## config.mk

```make
export PLATFORM = sky130hd
export DESIGN_NAME = unidade_controle
export DESIGN_NICKNAME = d
export VERILOG_FILES = /design/src/rtl/unidade_controle.sv
export SDC_FILE = /design/constraint.sdc
export NUM_CORES = 1
export LEC_CHECK = 0
export CAP_MARGIN = 10
export CORE_MARGIN = 3
export CORE_UTILIZATION = 29
export CTS_CLUSTER_SIZE = 12
export DETAILED_ROUTE_END_ITERATION = 12
export DONT_BUFFER_PORTS = 1
export GPL_ROUTABILITY_DRIVEN = 0
export SYNTH_ARGS = -nofsm -noshare
export SYNTH_HDL_FRONTEND = slang
export SYNTH_SLANG_ARGS = --single-unit
```

## constraint.sdc

```tcl
create_clock -name CLK -period 4.1 [get_ports CLK]
set_input_delay 0.41 -clock CLK [delete_from_list [all_inputs] [get_ports CLK]]
set_output_delay 0.41 -clock CLK [all_outputs]
set_load 0.02 [all_outputs]
```

## src/rtl/unidade_controle.sv

```systemverilog
// unidade_controle: multicycle FSM sequencing every enable and mux select of the 64-bit RISC-V datapath.
module unidade_controle (
    input  logic       CLK,
    input  logic       RST,
    input  logic [6:0] op_code,
    input  logic [2:0] funct3,
    input  logic       funct7_5,
    input  logic       zero,
    output logic       reset_wire,
    output logic [2:0] operacao,
    output logic       SELETOR_MUX_A,
    output logic [1:0] SELETOR_MUX_B,
    output logic       WRITE_PC,
    output logic       PC_SRC,
    output logic       WR_MEM_INSTR,
    output logic       LOAD_IR,
    output logic       LOAD_A,
    output logic       LOAD_B,
    output logic       LOAD_ALUOUT,
    output logic       LOAD_MDR,
    output logic       REG_WRITE,
    output logic       MEM_TO_REG,
    output logic       WR_MEM_DATA,
    output logic       ILLEGAL,
    output logic       HALTED,
    output logic [4:0] estado
);
    typedef enum logic [4:0] {
        RST_ST = 5'd0, FETCH = 5'd1, IR_LD = 5'd2, DECODE = 5'd3,
        EXEC_R = 5'd4, EXEC_I = 5'd5, WB_ALU = 5'd6, ADDR = 5'd7,
        MEM_RD = 5'd8, LD_MDR = 5'd9, WB_LD = 5'd10, MEM_WR = 5'd11,
        BRANCH = 5'd12, PC_INC = 5'd13, ILL = 5'd14, HALT = 5'd15
    } state_t;

    localparam logic [2:0] ALU_ADD = 3'b001, ALU_SUB = 3'b010, ALU_AND = 3'b011, ALU_XOR = 3'b100;
    localparam logic [6:0] OP_R = 7'b0110011, OP_I = 7'b0010011, OP_LD = 7'b0000011,
                           OP_ST = 7'b0100011, OP_BR = 7'b1100011, OP_SYS = 7'b1110011;

    state_t state, next;
    logic r_ok, b_ok, taken;
    logic [2:0] r_op;

    assign r_ok = funct3 == 3'b000 || funct3 == 3'b111 || funct3 == 3'b100;
    assign r_op = funct3 == 3'b000 ? (funct7_5 ? ALU_SUB : ALU_ADD) : funct3 == 3'b111 ? ALU_AND : ALU_XOR;
    assign b_ok = funct3[2:1] == 2'b00;
    // beq (000) takes on zero, bne (001) on !zero
    assign taken = b_ok && (zero != funct3[0]);
    assign WR_MEM_INSTR = 1'b0;
    assign estado = state;

    always_ff @(posedge CLK or negedge RST)
        if (!RST) state <= RST_ST;
        else state <= next;

    always_comb begin
        next = RST_ST;
        reset_wire = 1'b0;
        operacao = 3'b000;
        SELETOR_MUX_A = 1'b0;
        SELETOR_MUX_B = 2'b00;
        WRITE_PC = 1'b0;
        PC_SRC = 1'b0;
        LOAD_IR = 1'b0;
        LOAD_A = 1'b0;
        LOAD_B = 1'b0;
        LOAD_ALUOUT = 1'b0;
        LOAD_MDR = 1'b0;
        REG_WRITE = 1'b0;
        MEM_TO_REG = 1'b0;
        WR_MEM_DATA = 1'b0;
        ILLEGAL = 1'b0;
        HALTED = 1'b0;
        case (state)
            RST_ST: begin
                reset_wire = 1'b1;
                next = FETCH;
            end
            FETCH: next = IR_LD;
            IR_LD: begin
                LOAD_IR = 1'b1;
                next = DECODE;
            end
            // branch target PC + (imm << 1) lands in ALUOut while decoding
            DECODE: begin
                LOAD_A = 1'b1;
                LOAD_B = 1'b1;
                SELETOR_MUX_B = 2'b11;
                operacao = ALU_ADD;
                LOAD_ALUOUT = 1'b1;
                next = op_code == OP_R ? EXEC_R : op_code == OP_I ? EXEC_I :
                       (op_code == OP_LD || op_code == OP_ST) ? ADDR :
                       op_code == OP_BR ? BRANCH : op_code == OP_SYS ? HALT : ILL;
            end
            EXEC_R: begin
                SELETOR_MUX_A = 1'b1;
                operacao = r_ok ? r_op : 3'b000;
                LOAD_ALUOUT = r_ok;
                next = r_ok ? WB_ALU : ILL;
            end
            EXEC_I, ADDR: begin
                SELETOR_MUX_A = 1'b1;
                SELETOR_MUX_B = 2'b10;
                operacao = ALU_ADD;
                LOAD_ALUOUT = 1'b1;
                next = state == EXEC_I ? WB_ALU : op_code == OP_LD ? MEM_RD : MEM_WR;
            end
            WB_ALU: begin
                REG_WRITE = 1'b1;
                next = PC_INC;
            end
            MEM_RD: next = LD_MDR;
            LD_MDR: begin
                LOAD_MDR = 1'b1;
                next = WB_LD;
            end
            WB_LD: begin
                REG_WRITE = 1'b1;
                MEM_TO_REG = 1'b1;
                next = PC_INC;
            end
            MEM_WR: begin
                WR_MEM_DATA = 1'b1;
                next = PC_INC;
            end
            BRANCH: begin
                SELETOR_MUX_A = 1'b1;
                operacao = ALU_SUB;
                WRITE_PC = taken;
                PC_SRC = taken;
                next = !b_ok ? ILL : taken ? FETCH : PC_INC;
            end
            PC_INC: begin
                SELETOR_MUX_B = 2'b01;
                operacao = ALU_ADD;
                WRITE_PC = 1'b1;
                next = FETCH;
            end
            ILL: begin
                ILLEGAL = 1'b1;
                next = PC_INC;
            end
            HALT: begin
                HALTED = 1'b1;
                next = HALT;
            end
            default: next = RST_ST;
        endcase
    end
endmodule
```

==> flow_summary.toml, run 1 <==
[job]
max_cap_violations = 0

[yosys]
synthArstFlopShare_pct = 100
yosys_warnings = 0
synth_edf_count = 0
mean_instance_size_in_the_synthesized_netlist_sq_um = 6.49
post_synth_num_cell_types = 34
post_synth_inst_count = 92
synth.cell_area_sq_um = 597
ys_seq_elements = 4
synth-seq-area-share_pct = 16.8
synth-main-ff-cell = "dfrtp_1"

[global_route]
grt_max_degree = 24
grt.total_usage_pct = 13.7
antenna_found_initial = 0
grt_first_pass_wirelength_um = 2840
grt_pass1_vias = 650
grt_overflow_total = 0

[cts]
clock_tree.buffer_depth = 2
tritoncts = "done"
cts_root_buf = "clkbuf_4"
path_clk_slew_ns = 0.04
clock_latency_ns = 0.23
cts.hold.buffers_added = 1
h-tree-depth = 1
tritoncts.num_buffers = 3
cts.repair.resized = 0
tritoncts_num_sinks = 4
postCtsSetupRepairBufs = 0

[worst_setup_path]
setup.worst_path.end_class = "primary output"
crit_path_max_fanout = 15
cp_data_required_time_ns = 3.69
worst-endpoint-arrival_ns = 2.03
worstSetupStartpointType = "register"
crit_path_class = "reg -> out"

[sta]
clock.fmax_mhz = 410
grt_setup_unrepaired = "no"
actual_transition_at_the_worst_max_transition_pin_ns = 0.973
min_period_over_period_pct = 59.5
final-max-slew-violation-count = 0
clock-skew-final_ns = 0.000462
finalCriticalPeriod_ns = 2.44
slew_headroom_pct = 34.3
timing.final.hold_violations = 0
final.hold.worst_slack_ns = 0.370
finalSetupViolations = 0
final_critical_path_setup_slack_ns = 1.66
timing.setup.tns_ns = 0

[pwr]
max-vdd-ir-drop_v = 0.000259
total_power_consumption_of_the_routed_design_mw = 0.541
p_leak_nw = 0.232
power_density_nw_per_um2 = 864

[die]
floorplan.core_area_sq_um = 1840
start_util_pct = 32.4
pin_count = 39
overall_die_area_sq_um = 2640
rows = 15
die-width_um = 51.4
die_height_um = 51.4

[final_layout]
final.fill_count = 228
layout.cells.most_common = "nor2_1"
layout-area-overhead-vs-synth_pct = 4.82
num-nets-final = 105
utilization_pct = 34.0
ant_diodes = 0
fraction_of_layout_instances_using_a_drive_strength_above_1_pct = 6.74
largest_reg_flops = 4
layout.cells.most_common_list = "nor2_1, o21ai_0, nand2_1, a21oi_1, nand2b_1"

[placed_design]
io_buffer_count = 0
preCtsSetupSlack_ns = 1.91
post-dp-hpwl_um = 1300

[detailed_routing]
drtPass1Iterations = 5
drt_iter0_drc = 7
drc_errors = 0
antenna_left = 0
average_wire_per_standard_cell_um = 14.9
detail_route.wirelength_um = 1700
vias_per_cell = 5.77
via_count = 658

[min_path]
worstHoldPathType = "in -> reg"

[outcome]
result_of_the_run = "completed"
cells in the mapped netlist (2+ instances only):
library cell | number | area, sq um
nor4_1 | 4 | 25.0
nand3b_1 | 3 | 22.5
nand2_1 | 7 | 26.3
buf_4 | 3 | 22.5
a21oi_1 | 7 | 35.0
nor2_1 | 18 | 67.6
a31oi_1 | 2 | 12.5
nand2b_1 | 5 | 31.3
dfrtp_1 | 4 | 100
o21ai_0 | 8 | 40.0
clkbuf_1 | 5 | 18.8
and3_1 | 2 | 12.5
nor3_1 | 3 | 15.0
where the power goes:
group	total, mW	switching (mW)	leakage, nW	internal, mW
sequential	0.179	0.120	0.0459	0.0596
combinational	0.314	0.216	0.173	0.0979
clock	0.0471	0.0145	0.0138	0.0326
through the flow:
stage	cell area (sq um)	cells
floorplan	601	93
global placement	593	110
detailed placement	593	110
CTS	626	114
global route	626	114
finish	626	114
cells by family (layout without fill, tap and decap cells):
kind of cell           after synthesis  count (layout)  share of synthesized area, %
AO/OA/AOI/OAI                       25              25                          25.4
buffers and inverters               11               7                          9.01
other                                1               2                         0.628
AND/OR/NAND/NOR                     50              50                          46.8
flip-flops                           4               4                          16.8
XOR/XNOR                             1               1                          1.47
final timing paths:
path,startpoint,endpoint,slack (ns),depth (start not counted)
worst min-delay path,op_code[6],estado[3]$_DFF_PN0_,0.37,2
worst min register to register,estado[2]$_DFF_PN0_,estado[2]$_DFF_PN0_,0.93,2
max in group asynchronous,RST,estado[0]$_DFF_PN0_,3.48,1
worst max register to register,estado[0]$_DFF_PN0_,estado[1]$_DFF_PN0_,1.99,4
worst max-delay path,estado[2]$_DFF_PN0_,SELETOR_MUX_B[0],1.66,4
min in group asynchronous,RST,estado[3]$_DFF_PN0_,0.45,1
layer usage:
layer	track usage, %	wire length [um]	vias to the layer above
li1	-	-	322
met1	17.3	754	309
met2	23.1	849	27
met3	1.46	99	0
met4	6.55	0	0
met5	0	0	-
worst max-delay path: stages (launching register included):
cell and delay (ns):
dfrtp_1 0.72, inv_2 0.16, nor2_1 0.25, nand2_1 0.10
a21boi_0 0.56
layout make-up:
class                   count  area, sq um  area share (%)
multi-input cells          78          447            71.4
flip-flops and latches      4          100            16.0
clock buffers               3         22.5            3.60
well taps                  25         31.3            5.00
repair buffers              2         17.5            2.80
inverters                   2         7.51            1.20
(Power assumes the default switching activity.)
==> run 2, diff against run 1 <==
==> constraint.sdc (replaced) <==
create_clock -name CLK -period 2.3 [get_ports CLK]
set_input_delay 0.23 -clock CLK [delete_from_list [all_inputs] [get_ports CLK]]
set_output_delay 0.23 -clock CLK [all_outputs]
set_load 0.02 [all_outputs]
==> run 2 against run 1 <==
Compared with the run above:
- clock power grew 77%
- global-route usage shrank 0.77 points
- final cell count grew 7.0%
- critical endpoint is now REG_WRITE
- largest cell class unchanged
==> flow_summary.toml, run 2 (same netlist as run 1, synthesis figures left out) <==
[outcome]
result_of_the_run = "completed"

[cts]
tritoncts = "done"
tritoncts_num_sinks = 4
clock_latency_ns = 0.23
cts.repair.resized = 0
h-tree-depth = 1
cts_root_buf = "clkbuf_4"
clock_tree.buffer_depth = 2
tritoncts.num_buffers = 3
cts.hold.buffers_added = 1
postCtsSetupRepairBufs = 0
path_clk_slew_ns = 0.03

[die]
die-width_um = 51.4
pin_count = 39
rows = 15
floorplan.core_area_sq_um = 1840
start_util_pct = 32.4
die_height_um = 51.4
overall_die_area_sq_um = 2640

[pwr]
power_density_nw_per_um2 = 1540
max-vdd-ir-drop_v = 0.000634
p_leak_nw = 0.273

[global_route]
grt.total_usage_pct = 13.0
antenna_found_initial = 0
grt_max_degree = 24
grt_pass1_vias = 645
grtUsageMet2_pct = 20.1
grt_overflow_total = 0
grt_first_pass_wirelength_um = 2700
global_route.usage.met3_pct = 3.21
global_route.peak_usage_layer = "met2"
grt_use_met1_pct = 17.0

[final_layout]
layout.cells.most_common = "nor2_1"
largest_reg_flops = 4
ant_diodes = 0
layout.cells.most_common_list = "nor2_1, buf_4, o21ai_0, nand2_1, a21oi_1"
layout-area-overhead-vs-synth_pct = 14.9
fraction_of_layout_instances_using_a_drive_strength_above_1_pct = 14.4
num-nets-final = 113

[worst_setup_path]
worst-endpoint-arrival_ns = 1.75
crit_path_class = "reg -> out"
critical-path-top-delay-family = "flip-flops"
setup.worst_path.end_class = "primary output"
reg2reg_from = "estado[3]$_DFF_PN0_"
critical-path-slowest-cell = "dfrtp_1"
r2r_end = "estado[1]$_DFF_PN0_"
worst-r2r-setup-slack_ns = 0.49
cp_data_required_time_ns = 2.07
cpPeakStageDelay_ns = 0.84
crit_buf_inv = 0
crit_path_max_fanout = 23
path_cells = "nand2_1 > a21oi_1"
rr_worst_depth = 3
worstSetupStartpointType = "register"

[detailed_routing]
vias_per_cell = 5.84
antenna_left = 0
detail_route.wirelength_um = 1730
average_wire_per_standard_cell_um = 14.2
drt_iter0_drc = 21
via_count = 712
drtPass1Iterations = 4
drc_errors = 0

[min_path]
worstHoldPathType = "in -> reg"
holdPathEnd = "estado[3]$_DFF_PN0_"
worstHoldStart = "op_code[6]"
worst_hold_path.num_cells = 2

[sta]
timing.setup.tns_ns = 0
finalSetupViolations = 0
timing.final.hold_violations = 0
final.hold.worst_slack_ns = 0.198
final-max-slew-violation-count = 0
actual_transition_at_the_worst_max_transition_pin_ns = 0.788
clock.fmax_mhz = 505
clock-skew-final_ns = 0.00175
grt_setup_unrepaired = "no"
finalCriticalPeriod_ns = 1.98
min_period_over_period_pct = 86.1
slew_headroom_pct = 47.5

[job]
max_cap_violations = 0

[placed_design]
post-dp-hpwl_um = 1350
io_buffer_count = 0
## run 2: power by group
group          internal [mW]  total [mW]  leakage (nW)  switching (mW)
logic                  0.247       0.751         0.214           0.504
registers              0.109       0.218        0.0459           0.110
clock network         0.0581      0.0834        0.0138          0.0253
## run 2: worst max-delay path by stage
stage	from	end	depth (start not counted)
after floorplan	estado[0]$_DFF_PN0_	LOAD_B	4
final	estado[3]$_DFF_PN0_	REG_WRITE	2
after global placement	estado[3]$_DFF_PN0_	estado[1]$_DFF_PN0_	3
after detailed placement	estado[3]$_DFF_PN0_	estado[1]$_DFF_PN0_	3
after CTS	estado[3]$_DFF_PN0_	REG_WRITE	2
after global routing	estado[3]$_DFF_PN0_	REG_WRITE	2
## run 2: metrics by stage
step | util [%] | std cells | area (sq um) | total power [mW] | setup slack [ns]
after floorplan | - | 93 | 601 | 0.785 | 0.372
after global placement | 35.5 | 118 | 653 | 0.960 | 0.570
after detailed placement | 35.5 | 118 | 653 | 0.969 | 0.492
after CTS | 37.3 | 122 | 686 | 1.06 | 0.318
after global routing | 37.3 | 122 | 686 | 1.16 | 0.171
final | 37.3 | 122 | 686 | 1.05 | 0.319
## run 2: cell type report
type / instances / area (sq um)
Timing Repair Buffer: 10 / 77.6
Sequential cell: 4 / 100
Multi-Input combinational cell: 78 / 447
Inverter: 2 / 7.51
Fill cell: 214 / 1150
Clock buffer: 3 / 22.5
Tap cell: 25 / 31.3
## run 2: metal layers
metal  share of wire (%)  wire [um]
met5                   0          0
met4                   0          0
met3                 8.9        154
met2                  49        848
met1                  42        727
